<file path="config.mk">
export PLATFORM = sky130hd
export DESIGN_NAME = alu_pwr_ctrl_flat
export DESIGN_NICKNAME = d
export VERILOG_FILES = /design/src/rtl/alu_pwr_ctrl_pkg.sv /design/src/rtl/alu_pwr_ctrl_if.sv /design/src/rtl/alu_pwr_ctrl_pwr_dly_timer.sv /design/src/rtl/alu_pwr_ctrl.sv /design/src/flat_wrapper.sv
export SDC_FILE = /design/constraint.sdc
export NUM_CORES = 1
export LEC_CHECK = 0
export ABC_CLOCK_PERIOD_IN_PS = 2500
export CORE_MARGIN = 4
export CORE_UTILIZATION = 53
export CTS_BUF_LIST = sky130_fd_sc_hd__clkbuf_16
export CTS_CLUSTER_DIAMETER = 60
export DETAILED_ROUTE_END_ITERATION = 8
export PLACE_DENSITY = 0.77
export RECOVER_POWER = 50
export SETUP_SLACK_MARGIN = 0.2
export SLEW_MARGIN = 10
export SYNTH_ARGS = -nofsm -noshare
export SYNTH_HDL_FRONTEND = slang
export SYNTH_HIERARCHICAL = 1
export SYNTH_SLANG_ARGS = --single-unit
</file>
<file path="constraint.sdc">
create_clock -name clk -period 2.5 [get_ports clk]
set_input_delay 0.5 -clock clk [delete_from_list [all_inputs] [get_ports clk]]
set_output_delay 0.5 -clock clk [all_outputs]
set_load 0.01 [all_outputs]
</file>
<file path="src/rtl/alu_pwr_ctrl_pkg.sv">
// Shared definitions for the ALU power-sequencing controller: state encodings
// and default delay constants.
package alu_pwr_pkg;

  typedef enum logic [2:0] {
    PS_OFF     = 3'd0,
    PS_PWR_UP  = 3'd1,
    PS_ISO_REL = 3'd2,
    PS_ON      = 3'd3,
    PS_ISO_SET = 3'd4
  } pwr_state_e;

  // Plain constants for the state register, kept in step with the enum above.
  localparam logic [2:0] ST_OFF     = 3'd0;
  localparam logic [2:0] ST_PWR_UP  = 3'd1;
  localparam logic [2:0] ST_ISO_REL = 3'd2;
  localparam logic [2:0] ST_ON      = 3'd3;
  localparam logic [2:0] ST_ISO_SET = 3'd4;

  localparam int DEF_IDLE_TIMEOUT = 16;
  localparam int DEF_PWR_UP_DLY   = 4;
  localparam int DEF_ISO_HOLD     = 1;
  localparam int DEF_ISO_SETUP    = 2;
  localparam int DEF_CNT_W        = 8;

endpackage

</file>
<file path="src/rtl/alu_pwr_ctrl_if.sv">
// Request/power-control bundle between the op issuer, the ALU domain pins
// and the power-sequencing controller.
interface alu_pwr_ctrl_if;

  logic       op_req;
  logic       op_ack;
  logic       sleep_req;
  logic       wake_req;
  logic       alu_busy;
  logic       alu_start;
  logic       alu_pwr_en;
  logic       iso_en;
  logic       alu_dom_rst;
  logic       pwr_on;
  logic [2:0] pwr_state;

  // master: requester plus ALU domain side; slave: the controller
  modport master (
    output op_req, sleep_req, wake_req, alu_busy,
    input  op_ack, alu_start, alu_pwr_en, iso_en, alu_dom_rst, pwr_on, pwr_state
  );

  modport slave (
    input  op_req, sleep_req, wake_req, alu_busy,
    output op_ack, alu_start, alu_pwr_en, iso_en, alu_dom_rst, pwr_on, pwr_state
  );

endinterface

</file>
<file path="src/rtl/alu_pwr_ctrl_pwr_dly_timer.sv">
// Loadable down-counter shared by every timed power state; done is high
// whenever the count reads zero.
module pwr_dly_timer #(
  parameter int CNT_W = 8
) (
  input  logic             clk,
  input  logic             rst,
  input  logic             load,
  input  logic [CNT_W-1:0] load_val,
  output logic             done
);

  logic [CNT_W-1:0] cnt;

  always_ff @(posedge clk) begin
    if (rst) begin
      cnt <= '0;
    end else if (load) begin
      cnt <= load_val;
    end else if (cnt != '0) begin
      cnt <= cnt - CNT_W'(1);
    end
  end

  assign done = (cnt == '0);

endmodule

</file>
<file path="src/rtl/alu_pwr_ctrl.sv">
// Power-sequencing controller for the gated ALU domain: wakes on demand,
// gates the ALU start strobe, and powers down on sleep request or idle timeout.
module alu_pwr_ctrl
  import alu_pwr_pkg::*;
#(
  parameter int IDLE_TIMEOUT = DEF_IDLE_TIMEOUT,
  parameter int PWR_UP_DLY   = DEF_PWR_UP_DLY,
  parameter int ISO_HOLD     = DEF_ISO_HOLD,
  parameter int ISO_SETUP    = DEF_ISO_SETUP,
  parameter int CNT_W        = DEF_CNT_W
) (
  input logic          clk,
  input logic          rst,
  alu_pwr_ctrl_if.slave bus
);

  // Timer reload values: a state lasting N cycles exits on the cycle the count reads 0.
  localparam logic [CNT_W-1:0] PU_LD   = CNT_W'(PWR_UP_DLY - 1);
  localparam logic [CNT_W-1:0] IR_LD   = CNT_W'(ISO_HOLD - 1);
  localparam logic [CNT_W-1:0] IS_LD   = CNT_W'(ISO_SETUP - 1);
  localparam logic [CNT_W-1:0] IT_LAST = CNT_W'((IDLE_TIMEOUT > 0) ? IDLE_TIMEOUT - 1 : 0);
  localparam logic             IT_EN   = (IDLE_TIMEOUT != 0);

  logic [2:0]       state;
  logic [2:0]       state_nxt;
  logic [CNT_W-1:0] idle_cnt;
  logic [CNT_W-1:0] tmr_val;
  logic             tmr_load;
  logic             tmr_done;
  logic             ack;
  logic             idle_now;
  logic             idle_hit;

  assign idle_now = !bus.op_req && !bus.alu_busy;
  assign idle_hit = IT_EN && idle_now && (idle_cnt >= IT_LAST);

  always_comb begin
    state_nxt = state;
    ack       = 1'b0;
    case (state)
      ST_OFF: begin
        if (bus.op_req || bus.wake_req) state_nxt = ST_PWR_UP;
      end
      ST_PWR_UP: begin
        if (tmr_done) state_nxt = ST_ISO_REL;
      end
      ST_ISO_REL: begin
        if (tmr_done) state_nxt = ST_ON;
      end
      ST_ON: begin
        // Busy blocks both sleep and ack; sleep outranks a pending op.
        if (!bus.alu_busy) begin
          if (bus.sleep_req) begin
            state_nxt = ST_ISO_SET;
          end else if (bus.op_req) begin
            ack = 1'b1;
          end else if (idle_hit) begin
            state_nxt = ST_ISO_SET;
          end
        end
      end
      ST_ISO_SET: begin
        if (tmr_done) state_nxt = ST_OFF;
      end
      default: state_nxt = ST_OFF;
    endcase
  end

  always_comb begin
    tmr_load = (state_nxt != state);
    case (state_nxt)
      ST_PWR_UP:  tmr_val = PU_LD;
      ST_ISO_REL: tmr_val = IR_LD;
      ST_ISO_SET: tmr_val = IS_LD;
      default:    tmr_val = '0;
    endcase
  end

  always_ff @(posedge clk) begin
    if (rst) begin
      state <= ST_OFF;
    end else begin
      state <= state_nxt;
    end
  end

  pwr_dly_timer #(
    .CNT_W (CNT_W)
  ) u_tmr (
    .clk      (clk),
    .rst      (rst),
    .load     (tmr_load),
    .load_val (tmr_val),
    .done     (tmr_done)
  );

  // Held at zero outside ON, so entering ON always starts a fresh idle count.
  always_ff @(posedge clk) begin
    if (rst) begin
      idle_cnt <= '0;
    end else if ((state != ST_ON) || !idle_now) begin
      idle_cnt <= '0;
    end else if (idle_cnt != '1) begin
      idle_cnt <= idle_cnt + CNT_W'(1);
    end
  end

  assign bus.op_ack      = ack && !rst;
  assign bus.alu_start   = ack && !rst;
  assign bus.alu_pwr_en  = (state != ST_OFF);
  assign bus.iso_en      = (state != ST_ON);
  assign bus.alu_dom_rst = (state == ST_OFF) || (state == ST_PWR_UP);
  assign bus.pwr_on      = (state == ST_ON);
  assign bus.pwr_state   = state;

endmodule

</file>
<file path="src/flat_wrapper.sv">
// flat-port wrapper written by rule: the top's interface ports become plain ports
module alu_pwr_ctrl_flat import alu_pwr_pkg::*;
#(
  parameter int IDLE_TIMEOUT = DEF_IDLE_TIMEOUT,
  parameter int PWR_UP_DLY   = DEF_PWR_UP_DLY,
  parameter int ISO_HOLD     = DEF_ISO_HOLD,
  parameter int ISO_SETUP    = DEF_ISO_SETUP,
  parameter int CNT_W        = DEF_CNT_W
)
  (clk, rst, bus_op_req, bus_sleep_req, bus_wake_req, bus_alu_busy, bus_op_ack, bus_alu_start, bus_alu_pwr_en, bus_iso_en, bus_alu_dom_rst, bus_pwr_on, bus_pwr_state);
  alu_pwr_ctrl_if bus_i ();
  input logic clk;
  input logic rst;
  input wire logic [$bits(bus_i.op_req)-1:0] bus_op_req;
  input wire logic [$bits(bus_i.sleep_req)-1:0] bus_sleep_req;
  input wire logic [$bits(bus_i.wake_req)-1:0] bus_wake_req;
  input wire logic [$bits(bus_i.alu_busy)-1:0] bus_alu_busy;
  output wire logic [$bits(bus_i.op_ack)-1:0] bus_op_ack;
  output wire logic [$bits(bus_i.alu_start)-1:0] bus_alu_start;
  output wire logic [$bits(bus_i.alu_pwr_en)-1:0] bus_alu_pwr_en;
  output wire logic [$bits(bus_i.iso_en)-1:0] bus_iso_en;
  output wire logic [$bits(bus_i.alu_dom_rst)-1:0] bus_alu_dom_rst;
  output wire logic [$bits(bus_i.pwr_on)-1:0] bus_pwr_on;
  output wire logic [$bits(bus_i.pwr_state)-1:0] bus_pwr_state;
  assign bus_i.op_req = bus_op_req;
  assign bus_i.sleep_req = bus_sleep_req;
  assign bus_i.wake_req = bus_wake_req;
  assign bus_i.alu_busy = bus_alu_busy;
  assign bus_op_ack = bus_i.op_ack;
  assign bus_alu_start = bus_i.alu_start;
  assign bus_alu_pwr_en = bus_i.alu_pwr_en;
  assign bus_iso_en = bus_i.iso_en;
  assign bus_alu_dom_rst = bus_i.alu_dom_rst;
  assign bus_pwr_on = bus_i.pwr_on;
  assign bus_pwr_state = bus_i.pwr_state;
  alu_pwr_ctrl #(.IDLE_TIMEOUT(IDLE_TIMEOUT), .PWR_UP_DLY(PWR_UP_DLY), .ISO_HOLD(ISO_HOLD), .ISO_SETUP(ISO_SETUP), .CNT_W(CNT_W)) u_core (.clk(clk), .rst(rst), .bus(bus_i));
endmodule
</file>
==> results of run 1 <==
## power groups by stage
| stage | Clock [µW] | Combinational (µW) | Sequential (µW) |
|---|---|---|---|
| 2_1_floorplan | 0 | 444 | 456 |
| 3_3_place_gp | 0 | 582 | 465 |
| 3_5_place_dp | 0 | 593 | 470 |
| 4_1_cts | 337 | 621 | 468 |
| 5_1_grt | 349 | 817 | 480 |
| 6_report | 328 | 739 | 470 |
## what timing repair did
item                       in CTS  in global routing
setup endpoints to repair       7                 11
pin swaps                       1                  8
setup buffers                   1                  3
gates resized for setup        10                 20
## path summary, 6_finish.rpt
kind / cells after the start / to / slack [ps] / from
max: 5 / bus_op_ack / 220 / bus_alu_busy
max reg2reg: 6 / u_core/u_tmr/cnt[0] / 290 / u_core/idle_cnt[6]
min reg2reg: 2 / u_core/idle_cnt[6] / 520 / u_core/idle_cnt[6]
min: 2 / u_core/idle_cnt[6] / 520 / u_core/idle_cnt[6]
## metal layers
metal	vias up	track usage (%)	share of wire [%]
li1	530	-	-
met1	476	22.1	44
met2	10	34.9	52
met3	7	3.60	2.1
met4	0	10.2	2.0
met5	-	0	0
## flip-flops by register name, summed over array words and instances (netlist names)
signal                flops
u_core/bus.pwr_state      3
u_core/idle_cnt           8
u_core/u_tmr/cnt          8
## cell usage in the layout (no fill, tap or decap), types with 3 or more instances in the layout
| master | count |
|---|---|
| dfxtp_2 | 6 |
| conb_1 | 6 |
| nand2_1 | 13 |
| clkbuf_16 | 3 |
| clkdlybuf4s50_1 | 8 |
| xnor2_1 | 3 |
| nor2_1 | 18 |
| buf_4 | 9 |
| mux2i_1 | 3 |
| xor2_1 | 4 |
| dlygate4sd3_1 | 4 |
| inv_1 | 9 |
| nor3_1 | 9 |
| dfxtp_1 | 12 |
| and3_1 | 3 |
## area by class of cell
type                       instances  share of cell area, %
multi-input combinational        105                   49.3
sequential                        19                   26.0
timing repair buffer              26                   14.9
clock buffer                       3                   4.98
inverter                           9                   2.24
tap                               27                   2.24
clock inverter                     1                  0.332
## metrics by stage
step                TNS (ps)  std cells  hold WS [ps]  utilization (%)  area (µm²)
detailed placement      -520        182           510             67.6        1340
global route               0        190           552             76.0        1510
CTS                        0        187           523             72.2        1430
global placement        -353        182           505             67.6        1340
floorplan                  0        138           482                -        1140
finish                     0        190           521             76.0        1510
## kinds of logic (layout without fill, tap and decap cells)
logic type / after synthesis / after routing / synth area share, %
adders and majority gates: 2 / 2 / 2.24
muxes: 3 / 3 / 2.69
xor gates and xnor gates: 7 / 7 / 5.49
other: 1 / 6 / 0.336
DFF: 19 / 19 / 34.0
buffers and inverters: 14 / 39 / 5.82
AOI/OAI and AO/OA: 22 / 22 / 17.6
and+or+nand+nor: 65 / 65 / 31.8
## critical path, cell delays in order
cell and delay [ps]:
clkdlybuf4s50_1 390, nand2b_1 150, or3_1 360, nor3b_4 220, buf_2 160
==> flow_summary.yaml, run 1 <==
clock_network:
  cts_tree: "done"
  hold_buffers: 0
  cts_root_buf: "clkbuf_16"
  cts_sinks: 19
  cts_buffers: 3
  clk_pin_slew_worst_paths_ps: 50
  htreeDepth: 1
  clk_path_buf_depth: 2
  clkLatencyLatePin_ps: 250
synth:
  yosys.area.top_type_share_pct: 34.0
  yosysWarnings: 6
  async_flop_share_pct: 0
  yosysTopAreaCell: "dfxtp_1"
  syn_area_per_cell_um2: 8.40
  synth_common_cells: "dfxtp_1 (19), nor2_1 (18), nand2_1 (13), inv_1 (9), nor3_1 (9)"
  yosys-top-cells-area: "dfxtp_1 (34%), nor2_1 (6.0%), nand2_1 (4.4%)"
  syn_inst: 133
  synth_area_um2: 1120
  synth_edf_count: 0
  ys_types: 46
  ys.flop_type: "dfxtp_1"
  yosysSeqAreaShare_pct: 34.0
  ys_ff_latch: 19
  yosysMostFrequentCell: "dfxtp_1"
global_routing:
  track_usage_pct: 19.7
  antenna_found_initial: 0
  grt_overflow: 0
  grt_first_pass_wirelength_um: 4150
  grt_max_degree: 15
  grt_pass1_vias: 1000
route:
  drc: 0
  drt_wl_total_um: 2610
  ant_nets: 0
  firstDrtPassIters: 4
  drt-initial-drc-count: 14
  vias_per_cell: 5.38
  vias: 1023
  wire_per_inst_um: 13.7
worst_hold_path:
  hold_path_class: "register to register"
setup_path:
  worstSetupEndpointType: "primary output"
  cp_data_arrival_time_ps: 1780
  required_ps: 2000
  start_kind: "input pin"
  setup.worst_path.class: "input pin to primary output"
  path_max_fanout: 2
pwr:
  internal-power_uw: 982
  switchingPower_uw: 555
  combPwrFrac_pct: 48.0
  powerDensity_nw_per_um2: 1020
  ir_drop_v: 0.000746
  seqPwrFrac_pct: 30.6
  switching_share_pct: 36.1
  finalPower_uw: 1540
  power_leakage_uw: 0.000597
  clockPowerShare_pct: 21.4
sta:
  layout_setup_ws_ps: 222
  timing.final.crit_share_pct: 91.1
  skew_ps: 2.26
  grt_setup_unrepaired: "yes"
  hold_violations: 0
  max_freq_mhz: 439
  fin_crit_ps: 2280
  setup_viol: 0
  drv_slew: 0
finish:
  diodes: 0
  drive_gt1_share_pct: 24.5
  nets: 172
  syn_to_final_growth_pct: 34.8
  ff_latch_area_um2: 392
  fillCellCount: 140
  multiInputGateArea_um2: 743
floorplanning:
  coreArea_um2: 1980
  die_width_um: 53.9
  initial_core_util_pct: 56.4
  num_rows: 16
  die_area_um2: 2910
  die_h_um: 53.9
  ios: 15
placement:
  place.gp.congestion: 0.930
  dp_slack_ps: -264
  place_hpwl_um: 1790
  io_buffers: 14
run:
  max_cap_violations: 0
run_status:
  outcome: "complete, no violations"
No activity file was read; power rests on OpenSTA's default activity.
==> run 2, diff against run 1 <==
- CTS_CLUSTER_SIZE: not set -> 28
==> results of run 2 <==
Same layout as run 1: the final DEF is identical, and so are final timing and power.
